File: src/rtl/rv32i_pkg.sv
// Shared definitions for the rv32i core front end.
//   RV_NOP            canonical NOP (addi x0,x0,0), shown on decode when no instruction is valid
//   OPCODE_W          width of the major opcode field inst[6:0]
//   DEFAULT_RESET_PC  default reset vector
//   OP_*              major opcodes decoded by mainDeco
package rv32i_pkg;
    localparam int unsigned OPCODE_W         = 7;
    localparam logic [31:0] RV_NOP           = 32'h0000_0013;
    localparam logic [31:0] DEFAULT_RESET_PC = 32'h0000_0000;

    localparam logic [OPCODE_W-1:0] OP_LOAD   = 7'd3;
    localparam logic [OPCODE_W-1:0] OP_STORE  = 7'd35;
    localparam logic [OPCODE_W-1:0] OP_R      = 7'd51;
    localparam logic [OPCODE_W-1:0] OP_BRANCH = 7'd99;
    localparam logic [OPCODE_W-1:0] OP_I      = 7'd19;
    localparam logic [OPCODE_W-1:0] OP_JAL    = 7'd111;
    localparam logic [OPCODE_W-1:0] OP_SYS    = 7'd115;
endpackage

File: src/rtl/fetch_fifo.sv
// Small synchronous FIFO holding fetched {instruction, pc} records.
//   clk, rst_n     clock, asynchronous active-low reset
//   flush_i        clears the FIFO; overrides push and pop in the same cycle
//   push_i         write push_data_i at the tail
//   pop_i          remove the head (ignored when empty)
//   head_data_o    current head entry (combinational read)
//   count_o        number of valid entries
// Simultaneous push and pop is legal at any occupancy, including full.
module fetch_fifo #(
    parameter int unsigned WIDTH = 64,
    parameter int unsigned DEPTH = 2,
    parameter int unsigned CNT_W = $clog2(DEPTH) + 1
) (
    input  logic             clk,
    input  logic             rst_n,
    input  logic             flush_i,
    input  logic             push_i,
    input  logic [WIDTH-1:0] push_data_i,
    input  logic             pop_i,
    output logic [WIDTH-1:0] head_data_o,
    output logic [CNT_W-1:0] count_o
);
    localparam int unsigned AW = $clog2(DEPTH);

    logic [WIDTH-1:0] mem_q [DEPTH];
    logic [AW-1:0]    wr_ptr_q, rd_ptr_q;
    logic [CNT_W-1:0] count_q;
    logic             pop_eff;
    logic             push_eff;

    assign pop_eff     = pop_i && (count_q != '0) && !flush_i;
    assign push_eff    = push_i && !flush_i;
    assign head_data_o = mem_q[rd_ptr_q];
    assign count_o     = count_q;

    // Storage is not reset; only pointers and count define validity.
    always_ff @(posedge clk) begin
        if (push_eff) begin
            mem_q[wr_ptr_q] <= push_data_i;
        end
    end

    // Pointers wrap naturally because DEPTH is a power of two.
    always_ff @(posedge clk or negedge rst_n) begin
        if (!rst_n) begin
            wr_ptr_q <= '0;
            rd_ptr_q <= '0;
            count_q  <= '0;
        end else if (flush_i) begin
            wr_ptr_q <= '0;
            rd_ptr_q <= '0;
            count_q  <= '0;
        end else begin
            if (push_eff) wr_ptr_q <= wr_ptr_q + AW'(1);
            if (pop_eff)  rd_ptr_q <= rd_ptr_q + AW'(1);
            case ({push_eff, pop_eff})
                2'b10:   count_q <= count_q + CNT_W'(1);
                2'b01:   count_q <= count_q - CNT_W'(1);
                default: count_q <= count_q;
            endcase
        end
    end

    // The upstream credit scheme must never push into a full FIFO without a pop.
    a_no_overflow: assert property (@(posedge clk) disable iff (!rst_n)
        !(push_eff && !pop_eff && (count_q == CNT_W'(DEPTH))));
endmodule

File: src/rtl/if_fetch_stage.sv
// Instruction-fetch front end of the rv32i core, feeding mainDeco.
//   clk, rst_n                       clock, asynchronous active-low reset
//   imem_req_valid/ready, imem_addr  word fetch request channel
//   imem_rsp_valid, imem_rsp_data    in-order fetch responses (latency >= 1)
//   redirect_valid, redirect_pc      taken branch/jump from execute
//   inst_valid/ready, inst_data,
//   inst_pc, op_code                 head of the instruction buffer toward decode
//   misalign_err                     one-cycle pulse after a redirect with pc[1:0] != 0
module if_fetch_stage
    import rv32i_pkg::*;
#(
    parameter int unsigned     XLEN       = 32,
    parameter logic [XLEN-1:0] RESET_PC   = XLEN'(DEFAULT_RESET_PC),
    parameter int unsigned     FIFO_DEPTH = 2,
    parameter int unsigned     MAX_OUT    = 2
) (
    input  logic                clk,
    input  logic                rst_n,
    output logic                imem_req_valid,
    input  logic                imem_req_ready,
    output logic [XLEN-1:0]     imem_addr,
    input  logic                imem_rsp_valid,
    input  logic [31:0]         imem_rsp_data,
    input  logic                redirect_valid,
    input  logic [XLEN-1:0]     redirect_pc,
    output logic                inst_valid,
    input  logic                inst_ready,
    output logic [31:0]         inst_data,
    output logic [XLEN-1:0]     inst_pc,
    output logic [OPCODE_W-1:0] op_code,
    output logic                misalign_err
);
    localparam int unsigned CNT_W = $clog2(FIFO_DEPTH) + 1;
    localparam int unsigned FW    = 32 + XLEN;

    logic [XLEN-1:0]  fetch_pc_q, fetch_pc_d;
    logic [XLEN-1:0]  rsp_pc_q, rsp_pc_d;
    logic [CNT_W-1:0] out_q, out_d;
    logic [CNT_W-1:0] drop_q, drop_d;
    logic             misalign_q, misalign_d;

    logic [CNT_W-1:0] fifo_count;
    logic [FW-1:0]    fifo_head;
    logic [CNT_W:0]   credit_sum;
    logic             req_fire;
    logic             fifo_push;
    logic             fifo_pop;

    // Credit check counts both in-flight requests and buffered entries, so
    // every response is guaranteed a slot. Depends only on registered state
    // and redirect_valid, never on inst_ready or the response channel.
    assign credit_sum     = {1'b0, out_q} + {1'b0, fifo_count};
    assign imem_req_valid = rst_n && !redirect_valid
                            && (out_q < CNT_W'(MAX_OUT))
                            && (credit_sum < (CNT_W + 1)'(FIFO_DEPTH));
    assign imem_addr      = fetch_pc_q;
    assign req_fire       = imem_req_valid && imem_req_ready;

    assign fifo_push = imem_rsp_valid && (drop_q == '0) && !redirect_valid;
    assign fifo_pop  = inst_valid && inst_ready;

    always_comb begin
        fetch_pc_d = fetch_pc_q;
        rsp_pc_d   = rsp_pc_q;
        drop_d     = drop_q;
        misalign_d = 1'b0;
        out_d      = out_q + CNT_W'(req_fire) - CNT_W'(imem_rsp_valid);

        if (req_fire) begin
            fetch_pc_d = fetch_pc_q + XLEN'(4);
        end
        if (imem_rsp_valid) begin
            if (drop_q != '0) drop_d = drop_q - CNT_W'(1);
            else              rsp_pc_d = rsp_pc_q + XLEN'(4);
        end

        // Redirect wins: everything still in flight after this cycle is stale.
        if (redirect_valid) begin
            fetch_pc_d = {redirect_pc[XLEN-1:2], 2'b00};
            rsp_pc_d   = {redirect_pc[XLEN-1:2], 2'b00};
            drop_d     = out_d;
            misalign_d = (redirect_pc[1:0] != 2'b00);
        end
    end

    always_ff @(posedge clk or negedge rst_n) begin
        if (!rst_n) begin
            fetch_pc_q <= RESET_PC;
            rsp_pc_q   <= RESET_PC;
            out_q      <= '0;
            drop_q     <= '0;
            misalign_q <= 1'b0;
        end else begin
            fetch_pc_q <= fetch_pc_d;
            rsp_pc_q   <= rsp_pc_d;
            out_q      <= out_d;
            drop_q     <= drop_d;
            misalign_q <= misalign_d;
        end
    end

    fetch_fifo #(
        .WIDTH (FW),
        .DEPTH (FIFO_DEPTH),
        .CNT_W (CNT_W)
    ) u_fifo (
        .clk         (clk),
        .rst_n       (rst_n),
        .flush_i     (redirect_valid),
        .push_i      (fifo_push),
        .push_data_i ({imem_rsp_data, rsp_pc_q}),
        .pop_i       (fifo_pop),
        .head_data_o (fifo_head),
        .count_o     (fifo_count)
    );

    assign inst_valid   = (fifo_count != '0);
    assign inst_data    = inst_valid ? fifo_head[FW-1:XLEN] : RV_NOP;
    assign inst_pc      = inst_valid ? fifo_head[XLEN-1:0] : '0;
    assign op_code      = inst_data[OPCODE_W-1:0];
    assign misalign_err = misalign_q;
endmodule
File: config.mk
export PLATFORM = sky130hd
export DESIGN_NAME = if_fetch_stage
export DESIGN_NICKNAME = d
export VERILOG_FILES = /design/src/rtl/rv32i_pkg.sv /design/src/rtl/fetch_fifo.sv /design/src/rtl/if_fetch_stage.sv
export SDC_FILE = /design/constraint.sdc
export NUM_CORES = 1
export LEC_CHECK = 0
export ABC_AREA = 0
export CAP_MARGIN = 40
export CORE_AREA = 2 2 188 190
export CTS_CLUSTER_DIAMETER = 120
export CTS_CLUSTER_SIZE = 12
export DETAILED_ROUTE_END_ITERATION = 10
export DIE_AREA = 0 0 190 192
export HOLD_SLACK_MARGIN = 0.03
export PLACE_DENSITY_LB_ADDON = 0.2
export SLEW_MARGIN = 15
export SYNTH_ARGS = -nofsm -noshare
export SYNTH_HDL_FRONTEND = slang
export SYNTH_SLANG_ARGS = --single-unit
File: constraint.sdc
create_clock -name clk -period 7.85 [get_ports clk]
set_clock_uncertainty 0.05 [all_clocks]
set_input_delay 1.57 -clock clk [delete_from_list [all_inputs] [get_ports clk]]
set_output_delay 1.57 -clock clk [all_outputs]
set_load 0.02 [all_outputs]
Yosys cells after proc, flatten, opt, wreduce, memory -nomap -nowiden
Memory sizes are Yosys's and may differ from the RTL's. Cells that the tools add are included.

Bits in registers: 73. Latch bits: 0. Memory bits (writable): 128. ROM bits: 0. Bits of input ports: 70. Output and inout port bits: 106. Word-level logic and storage cells: 66. Memories kept: 1.

Memories: u_fifo.mem_q (words 2, width 64, rd ports 1, clocked after Yosys merged registers in 0, write ports 1, RTL line fetch_fifo.sv:25) `logic [WIDTH-1:0] mem_q [DEPTH];`.

Add/subtract/negate cells: 10. $mul: 0. Div/mod/pow operators: 0. $lt $le $gt $ge: 2. Equality and inequality tests: 3. Shifts and indexed selects: 0. Mux-type cells: 19. Bitwise logic cells: 0. Reductions and logical operators: 23.

Operators with widths (count): two-way mux 32 bit (7); adder 32 x 3 -> 32 bit, second input constant (2); nonzero test 2 bit (8); logical AND 1 bit (10); two-way mux 2 bit (4); two-way mux 1 bit (7); one-hot mux 2 bit (2 select lines) (1); AND reduction 2 bit (2); subtractor 2 x 1 -> 2 bit, second input constant (2); adder 2 x 2 -> 3 bit (1); < comparator 3 x 2 -> 1 bit, second input constant (1); nonzero test 3 bit (1); adder 1 bit, second input constant (2); adder 2 x 1 -> 2 bit (1); adder 2 x 1 -> 2 bit, second input constant (1); equality test 2 x 1 -> 1 bit, second input constant (1); equality test 2 bit, second input constant (1); zero test 2 bit (1); < comparator 2 bit, second input constant (1); != test 2 bit, second input constant (1); subtractor 2 x 1 -> 2 bit (1); zero test 1 bit (1).

Logic depth before layout (Yosys ltp)
Gate-level depths: netlist (run 1).

Depth in word-level cells: 8. Gate-level depth with buffers: 14. Depth with buffers taken out: 12.

By module
Synthesis (run 1) repeated with hierarchy kept, for this count alone.

Cells, all modules: 700. Area total of the unflattened synthesis: 9142.5 um2.

Modules (own cells, without submodules): fetch_fifo (instances 1, cells an instance 222, area an instance 5036.1 um2, seq. area each 3943.8 um2); if_fetch_stage (instances 1, cells an instance 478, area an instance 4106.4 um2, seq. area each 1626.6 um2).

Worst setup path before layout (run 1)
OpenSTA, ideal clock, no wires.

Path type: input port to flip-flop. From: input redirect_valid. To: memory u_fifo.mem_q[0][10] (enable). Library setup time: 0.571 ns. Arrival: 6.559 ns. Required time: 7.229 ns. Setup slack: 0.670 ns. Stages on the path: 3. Buffers on the path: 2. Cell sequence: clkbuf_1 clkbuf_1 nor3b_1.

Word-level cells in the longest chain between the ends: 5.

Ends and longest elaborated chain: start, declared (RTL line if_fetch_stage.sv:24) `input logic redirect_valid,`; zero test 1 bit (*) (RTL line fetch_fifo.sv:32, if_fetch_stage.sv:59); logical AND 1 bit (RTL line if_fetch_stage.sv:59) `assign fifo_push = imem_rsp_valid && (drop_q == '0) && !redirect_valid;`; logical AND 1 bit (*) (RTL line fetch_fifo.sv:32) `assign push_eff = push_i && !flush_i;`; two-way mux 1 bit (*) (RTL line fetch_fifo.sv:38) `if (push_eff) begin`; two-way mux 1 bit (not written as such) (*) (RTL line fetch_fifo.sv:39) `mem_q[wr_ptr_q] <= push_data_i;`; end, declared (RTL line fetch_fifo.sv:25).

Every way passes the cells marked *; elsewhere a longest branch is shown, timed or not.

Worst setup path in the final report (run 1)
From: input redirect_valid. To: output imem_req_valid.

Word-level cells in the longest chain between the ends: 4.

Ends and longest elaborated chain: zero test 1 bit (RTL line if_fetch_stage.sv:53) `assign imem_req_valid = rst_n && !redirect_valid`; logical AND 1 bit (RTL line if_fetch_stage.sv:53); logical AND 1 bit (RTL line if_fetch_stage.sv:54) `&& (out_q < CNT_W'(MAX_OUT))`; logical AND 1 bit (RTL line if_fetch_stage.sv:55) `&& (credit_sum < (CNT_W + 1)'(FIFO_DEPTH));`; end, declared (RTL line if_fetch_stage.sv:19) `output logic imem_req_valid,`.

No other way between the ends.

==> results of run 1 <==
## worst max-delay path: cells and delay by family
family	cells	cell delay (ps)
buffers and inverters	2	950
and+or+nand+nor	2	560
## layer usage
layer  global-route usage [%]  part of all wire [%]  vias to the layer above
li1                         -                     -                     2810
met1                     18.6                    52                     2794
met2                     17.6                    42                      169
met3                     2.72                   4.9                       11
met4                     2.80                  0.71                        0
met5                        0                     0                        -
## sequential cells by signal (all words and copies together) (netlist names)
signal and flops:
u_fifo.count_o 2, u_fifo.rd_ptr_q 1, out_q 2, u_fifo.wr_ptr_q 1, drop_q 2, imem_addr 30
misalign_err 1, u_fifo.mem_q 124, rsp_pc_q 30
## how the worst max path moves through the flow
stage / end / slack, ps / depth (start not counted)
floorplan: u_fifo.mem_q[0][10] / 670 / 3
CTS: imem_req_valid / 3120 / 4
finish: imem_req_valid / 3140 / 4
global placement: drop_q[1] / 3040 / 11
detailed placement: drop_q[1] / 2950 / 11
global route: imem_req_valid / 3030 / 4
## per-stage QoR
step | setup slack, ps | utilization, % | power (mW)
after global routing | 3030 | 33.0 | 2.92
after detailed placement | 2950 | 31.3 | 1.92
final | 3140 | 33.0 | 2.77
after CTS | 3120 | 33.0 | 2.82
after floorplan | 670 | - | 1.63
after global placement | 3040 | 31.1 | 1.91
## cells by family (layout without fill, tap and decap cells)
kind of cell / Yosys count / after routing / synth area share [%]
buf+inv: 53 / 226 / 3.07
simple gates: 245 / 245 / 14.1
mux: 67 / 67 / 7.92
compound gates: 83 / 83 / 6.10
xor+xnor: 37 / 37 / 3.81
fa+ha+maj: 6 / 6 / 0.970
flops: 193 / 193 / 64.0
other cells: 1 / 4 / 0.0440
## power breakdown
group	switching (mW)	internal, mW
clock network	0.423	0.464
registers	0.0833	1.19
logic	0.338	0.271
total	0.844	1.93
## area by class of cell
cell class	count	share of cell area [%]
clock inverters	13	1.17
multi-input cells	442	25.0
repair buffers	182	16.1
well taps	455	5.02
inverters	12	0.397
flip-flops and latches	193	48.1
clock buffers	19	4.20
## cells in the final DEF (no fill, tap or decap), types with 12 or more instances in the layout
cell type / Yosys / routed
nand2_1: 71 / 71
clkbuf_16: 0 / 19
xnor2_1: 14 / 14
nor2_1: 79 / 78
mux2i_1: 64 / 64
nand4_1: 19 / 19
nand3_1: 32 / 32
o21ai_0: 39 / 39
inv_1: 12 / 12
clkdlybuf4s50_1: 0 / 169
o211ai_1: 20 / 20
dfrtp_1: 69 / 68
xor2_1: 23 / 23
edfxtp_1: 124 / 124
==> metrics.md, run 1 <==
| Metric | Value |
|---|---|
| Status | completed |
| Via-per-instance ratio | 4.40 |
| Clock latency at the later pin of the worst-skew pair | around 430 ps |
| Unique masters post-synth | 49 |
| Worst r2r src | u_fifo.count_o[0] |
| Ys async rst share | 35.8% |
| Largest cells by area after synthesis | edfxtp_1, dfrtp_1, mux2i_1 |
| Hold WS | roughly 470 ps |
| Worst hold stages | 0 |
| # hold bufs at CTS | 0 |
| First-pass GRT wire length | about 34000 um |
| Non-filler cells, final | ~1300 |
| Vias in the first global route | between 5000 and 6000 |
| R2r endpoint | drop_q[1] |
| Post-route antenna net violation count | 0 |
| Hold Startpoint | rsp_pc_q[31] |
| Sequential element share of the synthesized area | between 60% and 70% |
| Wire length per cell | between 15 and 20 um |
| # DRC | 0 |
| Top-area cell type share of the netlist area | 43.7% |
| Hold violation count in the final report | 0 |
| Count leader, synth | edfxtp_1 |
| Max-cap violation count | 0 |
| 1st-iter DRT viols | between 200 and 250 |
| VDD IR max | 0.144 mV |
| FF+latch area | ~0.0055 mm2 |
| Initial antenna violation count | 0 |
| Ys flop type | edfxtp_1 |
| Hold Path Class | flop to flop |
| WL final | about 22000 um |
| Syn Inst Count | ~700 |
| CTS Buf Count | 17 |
| Slowest cell on the critical path | clkdlybuf4s50_1 |
| Relative slew slack | 46.6% |
| Clock Pin Slew Worst Setup and Hold Paths | 90 ps |
| Layout fillers | ~3400 |
| Layout cells sized above 1 | under 10% |
| Pwr Density | about 240 mW/mm2 |
| Top cells by count, synth | edfxtp_1, nor2_1, nand2_1 |
| CP Cell Sequence | buf_2 -> nor4_1 -> and2_1 -> clkdlybuf4s50_1 |
| Fin nets | 924 |
| P&R area growth vs syn | 33.1% |
| Final Max Tran Viols | 0 |
| Setup Buffers After CTS | 0 |
| Tmin final | roughly 4700 ps |
| GRT overflow | 0 |
| Post-CTS Resized | 0 |
| Port Buffers | 171 |
| Total GRT Usage | around 12% |
| FMAX | between 200 and 250 MHz |
| Critical path class | input pin to output pin |
| Critical path origin | redirect_valid |
| Number of synthesized flops with an enable pin | 124 |
| Placed cell count | 1284 |
| Leading area contributor after synthesis | edfxtp_1 |
| Floorplan row count | 68 |
| Die W | between 150 and 200 um |
| Top Ports | 176 |
| Initial Utilization | between 20 and 25% |
| CTS sink count | 193 |
| Final setup viols | 0 |
| WHS Endpoint | u_fifo.mem_q[1][31] |
| CTS tree | yes |
| Final HPWL DP | 15300 um |
| Final Cell Area | about 0.011 mm2 |
| Setup TNS | 0 ps |
| Final period util | about 60% |
| CP startpoint kind | input pin |
| Root Buffer | clkbuf_16 |
| Core area | 0.0343 mm2 |
| Critical path arrival | slightly above 3000 ps |
| R2R setup slack | a little under 4000 ps |
| Worst Path Max Fanout | 47 |
| DR vias | between 5000 and 6000 |
| RSZ-0062 raised after global routing | false |
| Clk buf depth | 2 |
| Footprint of the multi-input gates | 0.00283 mm2 |
| Diodes inserted | 0 |
| DR pass1 iterations | 4 |
| Netlist Area Pre-Place | 0.00852 mm2 |
| Max H-tree Level | 4 |
| Ys Warns | 0 |
| Worst slew pin tran | ~800 ps |
| Pleak | a little under 4 nW |
| Cell Area, Placed | about 0.011 mm2 |
| Die area | approximately 0.036 mm2 |
| Slowest stage delay, CP | roughly 600 ps |
| Avg Cell Area, Syn | 12.4 um2 |
| Critical Path RT | a little over 6000 ps |
| Crit. End Element | output pin |
| Die extent in y | ~190 um |
| Reg2Reg Depth | 12 |
| Register bit total from synthesis | a little under 200 |
| Largest net degree at the start of global routing | 61 |
| RD Place Congestion | approximately 0.78 |
No activity file was read; power rests on OpenSTA's default activity.
==> run 2: changes to the inputs <==
Clock period 7.85 ns to 3.8 ns, I/O delays scaled along.
==> run 2 against run 1 <==
Final area grew 0.42%; flip-flop and latch count is the same; total power grew 110%; worst hold slack lost 330 ps; count of clock-buffer cells in the layout is the same; sequential power grew 110%; clock power grew 110%; sequential share of layout area shrank 0.20 points; wire length is essentially flat; worst setup slack lost 2800 ps; die area is the same; largest cell class unchanged.
==> metrics.md, run 2 (synthesis gave the netlist of run 1 again) <==
| Metric | Value |
|---|---|
| Combinational Power Share | 21.8% (was 22.0%) |
| # DRC | 0 (unchanged) |
| Most Frequent Cell on Critical Path | and2_1 |
| Footprint of the multi-input gates | 0.00284 mm2 (was 0.00283 mm2) |
| Critical path capture point | imem_req_valid (unchanged) |
| Met2 Use GR | 18.5% (was 17.6%) |
| Max-cap violation count | 0 (unchanged) |
| Max H-tree Level | 4 (unchanged) |
| VDD IR max | 0.297 mV (was 0.144 mV) |
| Relative slew slack | 44.2% (was 46.6%) |
| Initial Utilization | 24.8% (unchanged) |
| Final Cell Area | 0.0114 mm2 (was 0.0113 mm2) |
| 1st-iter DRT viols | 267 (was 228) |
| GR Util met3 | 2.70% (was 2.72%) |
| Port Buffers | 171 (unchanged) |
| R2R setup slack | 910 ps (was 3930 ps) |
| Net Sw Frac | 30.2% (was 30.4%) |
| Commonest cells after routing, fill and taps aside | clkdlybuf4s50_1, edfxtp_1, nor2_1 (unchanged) |
| Hold Path Class | input pin to asynchronous set/reset pin (was flop to flop) |
| Largest net degree at the start of global routing | 70 (was 61) |
| Clock share of power | 32.4% (was 32.0%) |
| Top Ports | 176 (unchanged) |
| Crit path max-delay family | simple AND/OR/NAND/NOR gates (was buffers and inverters) |
| Placed cell count | 1286 (was 1284) |
| Initial antenna violation count | 0 (unchanged) |
| CTS sink count | 193 (unchanged) |
| Hold WS | 141 ps (was 470 ps) |
| Non-filler cells, final | 1318 (was 1316) |
| Via-per-instance ratio | 4.40 (about the same) |
| Reg power frac | 45.8% (was 46.1%) |
| Floorplan row count | 68 (unchanged) |
| RD Place Congestion | 0.773 (was 0.783) |
| Critical path arrival | 2690 ps (was 3090 ps) |
| Pwr Density | 508 mW/mm2 (was 245 mW/mm2) |
| Pleak | 3.88 nW (was 3.86 nW) |
| R2r endpoint | imem_addr[23] (was drop_q[1]) |
| WL final | 22100 um (about the same) |
| Core area | 0.0343 mm2 (unchanged) |
| Slowest stage delay, CP | 600 ps (about the same) |
| DR pass1 iterations | 4 (unchanged) |
| Layout fillers | 3433 (was 3443) |
| Clock latency at the later pin of the worst-skew pair | 440 ps (was 430 ps) |
| Final Max Tran Viols | 0 (unchanged) |
| Total GRT Usage | 12.4% (was 12.2%) |
| Switching pwr | 1.75 mW (was 0.844 mW) |
| Worst slew pin tran | 834 ps (was 800 ps) |
| Worst Path Max Fanout | 6 (was 47) |
| Met1 GRT Util | 17.9% (was 18.6%) |
| Root Buffer | clkbuf_16 (unchanged) |
| Util after Layout | 33.2% (was 33.0%) |
| Cell Area, Placed | 0.0108 mm2 (was 0.0107 mm2) |
| Post-CTS Resized | 0 (unchanged) |
| Crit. End Element | output pin (unchanged) |
| Tmin final | approximately 3500 ps |
| CTS Buf Count | 17 (unchanged) |
| Critical Path RT | 2990 ps (was 6230 ps) |
| Status | completed (unchanged) |
| Post-route antenna net violation count | 0 (unchanged) |
| Die extent in y | 192 um (unchanged) |
| Fin nets | 926 (was 924) |
| DR vias | 5804 (was 5784) |
| Largest register FFs | 124 (unchanged) |
| Wire length per cell | 16.8 um (about the same) |
| Diodes inserted | 0 (unchanged) |
| Worst r2r src | u_fifo.count_o[0] (unchanged) |
| Vias in the first global route | 5819 (was 5632) |
| Pint | 4.04 mW (was 1.93 mW) |
| Final HPWL DP | 15100 um (was 15300 um) |
| Final setup viols | 0 (unchanged) |
| Layer with the highest usage | met2 (was met1) |
| Clk buf depth | 2 (unchanged) |
| P&R area growth vs syn | 33.6% (was 33.1%) |
| First-pass GRT wire length | 34500 um (was 34000 um) |
| Setup TNS | 0 ps (unchanged) |
| Setup Buffers After CTS | 0 (unchanged) |
| Layout cells sized above 1 | 7.30% (was 7.08%) |
| FMAX | 285 MHz |
| Critical path origin | u_fifo.count_o[0] (was redirect_valid) |
| CP startpoint kind | flop (was input pin) |
| Final period util | slightly above 90% |
| Critical path class | flop to output pin (was input pin to output pin) |
| CP Cell Sequence | and2_1 -> fa_1 -> nor4_1 -> and2_1 -> clkdlybuf4s50_1 (was buf_2 -> nor4_1 -> and2_1 -> clkdlybuf4s50_1) |
| Clock Pin Slew Worst Setup and Hold Paths | 80 ps (was 90 ps) |
| Die W | 190 um (unchanged) |
| Die area | 0.0365 mm2 (unchanged) |
| Buf+Inv Stages, Crit Path | 1 (was 2) |
| Worst path depth | 5 (was 4) |
| Slowest cell on the critical path | clkdlybuf4s50_1 (unchanged) |
| RSZ-0062 raised after global routing | false (unchanged) |
| Hold violation count in the final report | 0 (unchanged) |
| # hold bufs at CTS | 0 (unchanged) |
| Commonest non-fill, non-tap cell in the layout | clkdlybuf4s50_1 (unchanged) |
| Reg2Reg Depth | 8 (was 12) |
| CTS tree | yes (unchanged) |
| Top reg by flops | u_fifo.mem_q (unchanged) |
| GRT overflow | 0 (unchanged) |
| FF+latch area | 0.00545 mm2 (unchanged) |
==> run 2: changes by cell type in the layout (fill, tap and decap cells not counted), sizes merged <==
cell    previous run  this run
inv               21        20
buf               13        15
bufinv             0         1
==> run 2: final cells by class <==
cell class | instances | share of cell area (%)
Sequential cell | 193 | 47.9
Multi-Input combinational cell | 442 | 24.9
Timing Repair Buffer | 184 | 16.3
Tap cell | 455 | 5.00
Clock buffer | 19 | 4.08
Clock inverter | 13 | 1.43
Inverter | 12 | 0.396
==> run 2: power by group through the flow <==
stage | clock [mW] | combinational, mW | sequential, mW
after global routing | 2.03 | 1.39 | 2.68
final | 1.88 | 1.26 | 2.65
after CTS | 1.94 | 1.29 | 2.65
after global placement | 0 | 1.28 | 2.69
after detailed placement | 0 | 1.29 | 2.69
after floorplan | 0 | 0.693 | 2.67
==> run 2: per-layer routing <==
metal  routed length, um  vias up  share of wire, %
li1                    -     2807                 -
met1               10900     2809                49
met2                9580      170                43
met3                1220       18               5.5
met4                 358        0               1.6
met5                   0        -                 0
==> run 2: how the worst min path moves through the flow <==
| stage | from | endpoint | slack (ps) | depth (start not counted) |
|---|---|---|---|---|
| after detailed placement | rsp_pc_q[30] | u_fifo.mem_q[0][30] | 460 | 0 |
| after global routing | rst_n | out_q[0] | 110 | 1 |
| after CTS | rst_n | out_q[0] | 120 | 1 |
| after floorplan | rst_n | drop_q[0] | 410 | 0 |
| final | rst_n | out_q[0] | 140 | 1 |
| after global placement | rsp_pc_q[31] | u_fifo.mem_q[0][31] | 450 | 0 |
==> run 2: per-stage QoR <==
stage,setup slack [ps],power (mW)
after floorplan,482,3.37
after global placement,730,3.97
after detailed placement,716,3.98
after CTS,219,5.89
after global routing,116,6.11
final,296,5.79
==> run 3: changes to the inputs <==
--- a/config.mk
+++ b/config.mk
@@ -10,2 +10,3 @@
 export CORE_AREA = 2 2 188 190
+export CTS_BUF_LIST = sky130_fd_sc_hd__clkbuf_8
 export CTS_CLUSTER_DIAMETER = 120
--- a/constraint.sdc
+++ b/constraint.sdc
@@ -4,2 +4,2 @@
 set_output_delay 0.76 -clock clk [all_outputs]
-set_load 0.02 [all_outputs]
+set_load 0.005 [all_outputs]
==> run 3 against run 2 <==
Register-to-register slack better by 30 ps; combinational power is 13% lower; wire length is 0.51% lower; die area stayed put; count of clock-buffer cells in the layout is 1 lower; total power is 14% lower; critical endpoint unchanged; non-clock buffer count is 2 higher; final area is 2.2% lower.
==> metrics.md, run 3 (synthesis gave the netlist of run 1 again) <==
| Metric | Value |
|---|---|
| # hold bufs at CTS | 1 (was 0) |
| Initial Utilization | 24.8% (unchanged) |
| Crit path max-delay family | simple AND/OR/NAND/NOR gates (unchanged) |
| Setup Buffers After CTS | 0 (unchanged) |
| Commonest cells after routing, fill and taps aside | clkdlybuf4s50_1, edfxtp_1, nor2_1 (unchanged) |
| Buf+Inv Stages, Crit Path | 1 (unchanged) |
| Hold Path Class | flop to flop (was input pin to asynchronous set/reset pin) |
| P&R area growth vs syn | 30.7% (was 33.6%) |
| Slowest stage delay, CP | 490 ps (was 600 ps) |
| Final period util | 89.2% (was 92.2%) |
| FMAX | 295 MHz (was 285 MHz) |
| CP Cell Sequence | and2_1 -> fa_1 -> nor4_1 -> and2_1 -> clkdlybuf4s50_1 (unchanged) |
| Crit. End Element | output pin (unchanged) |
| Root Buffer | clkbuf_8 (was clkbuf_16) |
| Clock Pin Slew Worst Setup and Hold Paths | 110 ps (was 80 ps) |
| Floorplan row count | 68 (unchanged) |
| CTS tree | yes (unchanged) |
| Die W | 190 um (unchanged) |
| WL final | 22000 um (was 22100 um) |
| CTS sink count | 193 (unchanged) |
| Non-filler cells, final | 1321 (was 1318) |
| Pwr Density | 446 mW/mm2 (was 508 mW/mm2) |
| GRT overflow | 0 (unchanged) |
| Die extent in y | 192 um (unchanged) |
| Placed cell count | 1287 (was 1286) |
| CP startpoint kind | flop (unchanged) |
| RSZ-0062 raised after global routing | false (unchanged) |
| Core area | 0.0343 mm2 (unchanged) |
| Critical path arrival | 2580 ps (was 2690 ps) |
| Layout fillers | 3456 (was 3433) |
| R2R setup slack | 940 ps (was 910 ps) |
| RD Place Congestion | 0.771 (was 0.773) |
| Total GRT Usage | 12.2% (was 12.4%) |
| Status | completed (unchanged) |
| Final HPWL DP | 15300 um (was 15100 um) |
| Slowest cell on the critical path | clkdlybuf4s50_1 (unchanged) |
| Max-cap violation count | 0 (unchanged) |
| Largest net degree at the start of global routing | 70 (unchanged) |
| Top reg by flops | u_fifo.mem_q (unchanged) |
| Final setup viols | 0 (unchanged) |
| Worst slew pin tran | 757 ps (was 834 ps) |
| Die area | 0.0365 mm2 (unchanged) |
| Vias in the first global route | 5799 (was 5819) |
| Critical Path RT | 2990 ps (about the same) |
| DR pass1 iterations | 4 (unchanged) |
| Post-route antenna net violation count | 0 (unchanged) |
| First-pass GRT wire length | 34100 um (was 34500 um) |
| Clock latency at the later pin of the worst-skew pair | 460 ps (was 440 ps) |
| DR vias | 5737 (was 5804) |
| Most Frequent Cell on Critical Path | and2_1 (unchanged) |
| Fin nets | 928 (was 926) |
| 1st-iter DRT viols | 235 (was 267) |
| Largest register FFs | 124 (unchanged) |
| Initial antenna violation count | 1 (was 0) |
| Via-per-instance ratio | 4.34 (was 4.40) |
| Hold violation count in the final report | 0 (unchanged) |
| Relative slew slack | 49.1% (was 44.2%) |
| Util after Layout | 32.5% (was 33.2%) |
| Setup TNS | 0 ps (unchanged) |
| Pleak | 3.77 nW (was 3.88 nW) |
| Layout cells sized above 1 | 7.05% (was 7.30%) |
| Commonest non-fill, non-tap cell in the layout | clkdlybuf4s50_1 (unchanged) |
| Max H-tree Level | 4 (unchanged) |
| # DRC | 0 (unchanged) |
| Worst Path Max Fanout | 6 (unchanged) |
| Post-CTS Resized | 0 (unchanged) |
| CTS Buf Count | 17 (unchanged) |
| Critical path class | flop to output pin (unchanged) |
| Tmin final | 3390 ps (was 3500 ps) |
| Top Ports | 176 (unchanged) |
| Wire length per cell | 16.6 um (was 16.8 um) |
| Final Max Tran Viols | 0 (unchanged) |
| Port Buffers | 171 (unchanged) |
| Post-route setup slack | 409 ps (was 296 ps) |
| Clk buf depth | 2 (unchanged) |
| Pre-CTS setup slack | 835 ps (was 716 ps) |
| VDD IR max | 0.209 mV (was 0.297 mV) |
-- run 3: metrics by stage --
stage	hold slack, ps	power, mW	instance area [um2]
2_1_floorplan	412	3.19	8540
3_3_place_gp	449	3.79	10700
3_5_place_dp	460	3.80	10800
4_1_cts	502	5.07	11100
5_1_grt	528	5.28	11100
6_report	493	4.97	11100
-- run 3: cell type report --
cell class	count	area (um2)	area share [%]
inverters	12	45.0	0.405
clock buffers	18	248	2.23
well taps	455	569	5.11
repair buffers	186	1870	16.8
clock inverters	14	105	0.944
flip-flops and latches	193	5450	49.0
multi-input cells	442	2840	25.5
diodes	1	2.50	0.0225
-- run 3: worst paths after layout --
path                                        end  cells after the start               from
worst max-delay path             imem_req_valid                      5  u_fifo.count_o[0]
worst min-delay path                   out_q[0]                      1           out_q[0]
worst max register to register    imem_addr[23]                      8  u_fifo.count_o[0]
worst min register to register         out_q[0]                      1           out_q[0]
max in group asynchronous       u_fifo.rd_ptr_q                      4              rst_n
min in group asynchronous              out_q[1]                      2              rst_n
-- run 3: metal layers --
layer	vias to the layer above	part of all wire (%)	global-route usage, %
li1	2815	-	-
met1	2752	52	17.8
met2	162	43	18.3
met3	8	4.5	2.80
met4	0	0.81	2.92
met5	-	0	0
-- run 3: power breakdown --
group          switching, mW  internal [mW]  leakage [nW]
combinational          0.528          0.564          1.62
clock                  0.767          0.482         0.187
sequential             0.166           2.46          1.97
total                   1.46           3.51          3.77
